<file path="config.mk">
export PLATFORM = sky130hd
export DESIGN_NAME = hdg_err_gen
export DESIGN_NICKNAME = d
export VERILOG_FILES = /design/src/rtl/hdg_err_gen.sv
export SDC_FILE = /design/constraint.sdc
export NUM_CORES = 1
export LEC_CHECK = 0
export ABC_AREA = 1
export CAP_MARGIN = 25
export CORE_ASPECT_RATIO = 1.5
export CORE_UTILIZATION = 39
export DETAILED_ROUTE_END_ITERATION = 10
export GPL_ROUTABILITY_DRIVEN = 0
export HOLD_SLACK_MARGIN = 0.12
export REMOVE_ABC_BUFFERS = 1
export SLEW_MARGIN = 20
export SYNTH_ARGS = -nofsm -noshare
export SYNTH_HDL_FRONTEND = slang
export SYNTH_SLANG_ARGS = --single-unit
</file>
<file path="constraint.sdc">
create_clock -name clk -period 2.5 [get_ports clk]
set_clock_uncertainty 0.1 [all_clocks]
set_input_delay 0.5 -clock clk [delete_from_list [all_inputs] [get_ports clk]]
set_output_delay 0.5 -clock clk [all_outputs]
set_load 0.05 [all_outputs]
</file>
<file path="src/rtl/hdg_err_gen.sv">
// Heading-error producer for the PID loop: saturated 10-bit error with a valid strobe,
// plus the forward-speed ramp FSM and a heading-settled detector, all stepped per sample.
`timescale 1ns/1ps
module hdg_err_gen #(
  parameter logic [8:0] SETTLE_THRESH = 9'd32,
  parameter logic [3:0] SETTLE_CNT    = 4'd8,
  parameter logic       FAST_SIM      = 1'b1,
  parameter logic [9:0] MAX_FRWRD     = 10'h2A0
) (
  input  logic               clk,
  input  logic               rst_n,
  input  logic               clr,
  input  logic               moving,
  input  logic signed [11:0] dsrd_hdg,
  input  logic signed [11:0] heading,
  input  logic               hdg_vld,
  output logic        [9:0]  err_sat,
  output logic               err_vld,
  output logic        [9:0]  frwrd,
  output logic               settled
);

  typedef enum logic [1:0] {IDLE, RAMP, CRUISE, BRAKE} state_t;

  localparam logic [9:0] INC = FAST_SIM ? 10'h020 : 10'h004;
  localparam logic [9:0] DEC = {INC[8:0], 1'b0};

  state_t             state, state_next;
  logic        [9:0]  frwrd_next;
  logic        [3:0]  settle_cnt, settle_cnt_next;
  logic signed [11:0] err_raw;
  logic        [9:0]  sat_err, err_next, err_mag;
  logic        [10:0] ramp_sum;
  logic        [9:0]  brake_val;
  logic               on_hdg;

  // The 12-bit subtraction wraps by construction; there is deliberately no 13th bit.
  assign err_raw = heading - dsrd_hdg;

  // NOTE: every variable written in an always_comb gets a default first, so no
  // path through the block leaves it unassigned and no latch is inferred.
  always_comb begin
    sat_err = err_raw[9:0];
    if (err_raw > 12'sd511)
      sat_err = 10'h1FF;
    else if (err_raw < -12'sd512)
      sat_err = 10'h200;
    err_next = moving ? sat_err : 10'h000;
  end

  // Two's-complement magnitude in 10 unsigned bits: 10'h200 maps to 512 without overflow.
  assign err_mag = err_next[9] ? (~err_next + 10'd1) : err_next;
  assign on_hdg  = moving && (err_mag <= {1'b0, SETTLE_THRESH});

  always_comb begin
    settle_cnt_next = 4'd0;
    if (on_hdg)
      settle_cnt_next = (settle_cnt == SETTLE_CNT) ? settle_cnt : settle_cnt + 4'd1;
  end

  // Ramp sum is one bit wider than frwrd so it can never wrap past 10'h3FF.
  assign ramp_sum  = {1'b0, frwrd} + {1'b0, INC};
  assign brake_val = (frwrd > DEC) ? (frwrd - DEC) : 10'h000;

  always_comb begin
    state_next = state;
    frwrd_next = frwrd;
    if (hdg_vld) begin
      unique case (state)
        IDLE: begin
          if (moving) begin
            state_next = RAMP;
            frwrd_next = INC;
          end
        end
        RAMP, CRUISE: begin
          if (moving) begin
            if (state == CRUISE || ramp_sum >= {1'b0, MAX_FRWRD}) begin
              state_next = CRUISE;
              frwrd_next = MAX_FRWRD;
            end else begin
              frwrd_next = ramp_sum[9:0];
            end
          end else begin
            state_next = (brake_val == 10'h000) ? IDLE : BRAKE;
            frwrd_next = brake_val;
          end
        end
        BRAKE: begin
          // Resuming motion re-enters RAMP from the current speed with no decrement.
          if (moving) begin
            state_next = RAMP;
          end else begin
            state_next = (brake_val == 10'h000) ? IDLE : BRAKE;
            frwrd_next = brake_val;
          end
        end
        default: begin
          state_next = IDLE;
          frwrd_next = 10'h000;
        end
      endcase
    end
  end

  // NOTE: sequential state is assigned with non-blocking (<=) so every register
  // samples pre-edge values and simulation order cannot change the result.
  always_ff @(posedge clk or negedge rst_n) begin
    if (!rst_n) begin
      state <= IDLE;
      frwrd <= 10'h000;
    end else if (clr) begin
      state <= IDLE;
      frwrd <= 10'h000;
    end else begin
      state <= state_next;
      frwrd <= frwrd_next;
    end
  end

  always_ff @(posedge clk or negedge rst_n) begin
    if (!rst_n) begin
      err_sat    <= 10'h000;
      err_vld    <= 1'b0;
      settle_cnt <= 4'd0;
      settled    <= 1'b0;
    end else if (clr) begin
      err_sat    <= 10'h000;
      err_vld    <= 1'b0;
      settle_cnt <= 4'd0;
      settled    <= 1'b0;
    end else begin
      err_vld <= hdg_vld;
      if (hdg_vld) begin
        err_sat    <= err_next;
        settle_cnt <= settle_cnt_next;
        settled    <= (settle_cnt_next == SETTLE_CNT);
      end
    end
  end

endmodule

</file>
==> report_table.html <==
<table>
<tr><th>Metric</th><th>Value</th></tr>
<tr><th colspan="2">Run status</th></tr>
<tr><td>Outcome</td><td>finished, final reports clean</td></tr>
<tr><th colspan="2">Synth</th></tr>
<tr><td>Netlist area before placement</td><td>0.00256 sq mm</td></tr>
<tr><td>Yosys top cell by area</td><td>sky130_fd_sc_hd__dfrtp_1</td></tr>
<tr><td>Top-area cell type share of the netlist area</td><td>0.274</td></tr>
<tr><td>Post-synthesis sequential element count</td><td>28</td></tr>
<tr><td>Post-synthesis average cell area</td><td>6.85 sq um</td></tr>
<tr><td>Post-synthesis instance total</td><td>373</td></tr>
<tr><td>Library cells used by synthesis</td><td>37</td></tr>
<tr><td>Number of synthesis warnings</td><td>0</td></tr>
<tr><td>Sequential area share after synthesis</td><td>0.274</td></tr>
<tr><td>Main area contributors after synthesis</td><td>sky130_fd_sc_hd__dfrtp_1 27%, sky130_fd_sc_hd__nand2_1 15%, sky130_fd_sc_hd__ha_1 10%</td></tr>
<tr><th colspan="2">Critical path</th></tr>
<tr><td>Slowest Stage Delay on Critical Path</td><td>330 ps</td></tr>
<tr><td>Arrival time at the worst endpoint</td><td>2550 ps</td></tr>
<tr><td>Library cell contributing the largest single delay on the critical path</td><td>sky130_fd_sc_hd__ha_4</td></tr>
<tr><td>Required @ worst endpoint</td><td>2610 ps</td></tr>
<tr><td>Maximum net fanout on the critical path</td><td>5</td></tr>
<tr><td>Crit path capture type</td><td>register</td></tr>
<tr><td>Most frequent cell on the critical path</td><td>sky130_fd_sc_hd__buf_4</td></tr>
<tr><td>Critical setup path kind</td><td>input pin to register</td></tr>
<tr><td>Critical Path Source Type</td><td>input pin</td></tr>
<tr><td>Worst path cell trace</td><td>dlygate4sd2_1 -&gt; ha_4 -&gt; nand2_2 -&gt; nor2_4 -&gt; nand3_4 -&gt; nand3_2 -&gt; nand2_1 -&gt; nand2_2 -&gt; nand2_4 -&gt; a21oi_4 -&gt; nand2_2 -&gt; buf_4 -&gt; buf_4 -&gt; buf_4 -&gt; buf_4 -&gt; o21ai_1</td></tr>
<tr><th colspan="2">Timing</th></tr>
<tr><td>Peak clock frequency supported by timing</td><td>410 MHz</td></tr>
<tr><td>Min Clock Period, post-route</td><td>2440 ps</td></tr>
<tr><td>Endpoints failing hold</td><td>0</td></tr>
<tr><td># setup viols final</td><td>0</td></tr>
<tr><td>Tightest slew margin relative to the limit</td><td>0.664</td></tr>
<tr><td>Number of slew-limit violations in the final report</td><td>0</td></tr>
<tr><td>Total negative slack</td><td>0 ps</td></tr>
<tr><td>Period utilisation layout</td><td>0.975</td></tr>
<tr><td>Least-Margin Pin Slew</td><td>503 ps</td></tr>
<tr><th colspan="2">Die</th></tr>
<tr><td>Number of cell rows</td><td>35</td></tr>
<tr><td>Die H</td><td>101 um</td></tr>
<tr><td>Placeable core area</td><td>0.00622 sq mm</td></tr>
<tr><td>I/O pins</td><td>51</td></tr>
<tr><td>Die Area</td><td>0.00689 sq mm</td></tr>
<tr><td>Initial Utilization</td><td>0.411</td></tr>
<tr><td>Die boundary width</td><td>68.1 um</td></tr>
<tr><th colspan="2">Placement</th></tr>
<tr><td>HPWL reported at the end of detailed placement</td><td>5600 um</td></tr>
<tr><td>IO Port Bufs</td><td>50</td></tr>
<tr><td>Placed inst area</td><td>0.00346 sq mm</td></tr>
<tr><th colspan="2">Layout</th></tr>
<tr><td>Share of final-layout standard cells stronger than drive strength 1</td><td>0.410</td></tr>
<tr><td>Final std cell area, no fill</td><td>0.00407 sq mm</td></tr>
<tr><td>Utilization after layout</td><td>0.655</td></tr>
<tr><td>Number of antenna repair diodes</td><td>0</td></tr>
<tr><td>Commonest cells after routing, fill and taps aside</td><td>62 x sky130_fd_sc_hd__nand2_1, 53 x sky130_fd_sc_hd__buf_4, 44 x sky130_fd_sc_hd__inv_1, 39 x sky130_fd_sc_hd__nand2_2</td></tr>
<tr><td>Growth of design area from synthesis to finish</td><td>59.3%</td></tr>
<tr><td>Most common cell after layout, fill and taps aside</td><td>sky130_fd_sc_hd__nand2_1</td></tr>
<tr><td>Final net count</td><td>528</td></tr>
<tr><th colspan="2">Hold path</th></tr>
<tr><td>Hold Path Class</td><td>register to register</td></tr>
<tr><th colspan="2">Drt</th></tr>
<tr><td>Total iterations of the first detailed-routing run</td><td>4</td></tr>
<tr><td>Via/cell ratio</td><td>5.17</td></tr>
<tr><td>Detailed Route WL</td><td>7590 um</td></tr>
<tr><td>Average detailed-routed wire length per instance</td><td>13.8 um</td></tr>
<tr><td>Final antenna-violating net count</td><td>0</td></tr>
<tr><td>Number of design-rule violations left by the first detailed-router iteration</td><td>109</td></tr>
<tr><td>Total number of vias</td><td>2842</td></tr>
<tr><td>Post-detailed-route DRC marker count</td><td>0</td></tr>
<tr><th colspan="2">Global routing</th></tr>
<tr><td>Largest net degree at the start of global routing</td><td>29</td></tr>
<tr><td>First-pass GRT wire length</td><td>12200 um</td></tr>
<tr><td>Number of antenna violations at the first check in global routing</td><td>0</td></tr>
<tr><td>GRT overflow</td><td>0</td></tr>
<tr><td>Global-route usage over all layers</td><td>0.231</td></tr>
<tr><td>Vias in the first global route</td><td>2824</td></tr>
<tr><th colspan="2">Pwr</th></tr>
<tr><td>Leakage Power</td><td>1.98 nW</td></tr>
<tr><td>Peak ir drop on the vdd network</td><td>0.252 mV</td></tr>
<tr><td>Areal power density over the cells</td><td>548 mW/mm^2</td></tr>
<tr><th colspan="2">Clock tree</th></tr>
<tr><td>Clk_lat worst skew</td><td>280 ps</td></tr>
<tr><td>Number of clock sinks</td><td>28</td></tr>
<tr><td>Number of buffers added by the clock tree synthesis step</td><td>3</td></tr>
<tr><td>Buffer levels on the longest clock path</td><td>2</td></tr>
<tr><td>Total of hold buffers inserted after clock tree synthesis</td><td>0</td></tr>
<tr><td>CTS H-tree depth</td><td>1</td></tr>
<tr><td>Clock Tree Root</td><td>sky130_fd_sc_hd__clkbuf_8</td></tr>
<tr><td>TritonCTS clock tree</td><td>yes</td></tr>
<tr><td>Clock input transition at the sequential cells of the worst setup and hold paths</td><td>100 ps</td></tr>
<tr><th colspan="2">Flow run</th></tr>
<tr><td>Max Cap Violations</td><td>0</td></tr>
</table>
[registers in the layout, summed over array words and instances (netlist names)]
name        cells
err_sat        10
settle_cnt      4
frwrd          10
state           2
err_vld         1
settled         1
[kinds of logic (layout without fill, tap and decap cells)]
kind of cell	Yosys count	in the layout	share of synthesized area
AO/OA/AOI/OAI	58	58	0.151
XOR/XNOR	12	12	0.0411
adder cells (fa/ha/maj)	22	22	0.111
buffers and inverters	68	171	0.100
flip-flops	28	28	0.274
AND/OR/NAND/NOR	185	185	0.323
[synth_stat cells (all sizes together)]
| cell type | instances |
|---|---|
| a21boi | 1 |
| a21o | 1 |
| a21oi | 25 |
| a22o | 5 |
| a31oi | 1 |
| a32o | 1 |
| buf | 1 |
| clkbuf | 4 |
| dfrtp | 28 |
| fa | 1 |
| ha | 21 |
| inv | 63 |
| nand2 | 117 |
| nand3 | 23 |
| nand3b | 1 |
| nand4 | 10 |
| nor2 | 28 |
| nor3 | 3 |
| nor4 | 2 |
| o211ai | 1 |
| o21ai | 15 |
| o21bai | 1 |
| o22ai | 3 |
| o31ai | 3 |
| o32ai | 1 |
| or2 | 1 |
| xnor2 | 3 |
| xor2 | 9 |
[per-stage QoR]
| step | setup slack (ps) | power [mW] | std cells | hold WS, ps |
|---|---|---|---|---|
| final | 62.6 | 2.23 | 550 | 407 |
| after global routing | -10.7 | 2.39 | 550 | 440 |
| after CTS | 0.126 | 2.12 | 546 | 415 |
| after detailed placement | -733 | 1.64 | 536 | 389 |
| after global placement | -678 | 1.64 | 536 | 378 |
| after floorplan | -4.34 | 1.24 | 368 | 104 |
[per-layer routing]
layer	part of all wire	track usage	routed length, um
met1	0.38	0.232	2850
met3	0.028	0.0135	216
met4	0.033	0.0994	252
met2	0.56	0.461	4270
met5	0	0	0
[cell type report]
type	instances	area, sq um
clock inverter	1	30.0
multi-input combinational	277	2130
tap	74	92.6
sequential	28	701
inverter	63	243
timing repair buffer	104	838
clock buffer	3	41.3
fill	546	2150
[worst max-delay path, delay by kind of cell]
kind / cells / cell delay [ps]
buffers and inverters: 5 / 750
AND/OR/NAND/NOR: 8 / 700
adder cells (fa/ha/maj): 1 / 330
AO/OA/AOI/OAI: 2 / 270
[report_power, final]
part	leakage, nW	switching [mW]	internal [mW]
registers	0.382	0.0355	0.498
clock network	0.0357	0.154	0.215
logic	1.56	0.783	0.548
[final timing paths]
kind / startpoint / endpoint / slack (ps) / cells after the start
min in group asynchronous: rst_n / frwrd[8]$_DFFE_PN0P_ / 490 / 2
worst max-delay path: heading[2] / err_sat[0]$_DFFE_PN0N_ / 60 / 16
worst min register to register: settled$_DFFE_PN0N_ / settled$_DFFE_PN0N_ / 410 / 2
worst min-delay path: settled$_DFFE_PN0N_ / settled$_DFFE_PN0N_ / 410 / 2
max in group asynchronous: rst_n / err_sat[9]$_DFFE_PN0N_ / 1530 / 2
worst max register to register: frwrd[5]$_DFFE_PN0P_ / state[1]$_DFFE_PN0P_ / 320 / 12
[repair_timing]
| action | CTS | global route |
|---|---|---|
| pin swaps | 60 | 66 |
| buffers inserted | 7 | 4 |
| setup endpoints to repair | 14 | 8 |
| hold endpoints to repair | 0 | 0 |
| gates resized for setup | 110 | 80 |
(Power assumes the default switching activity.)
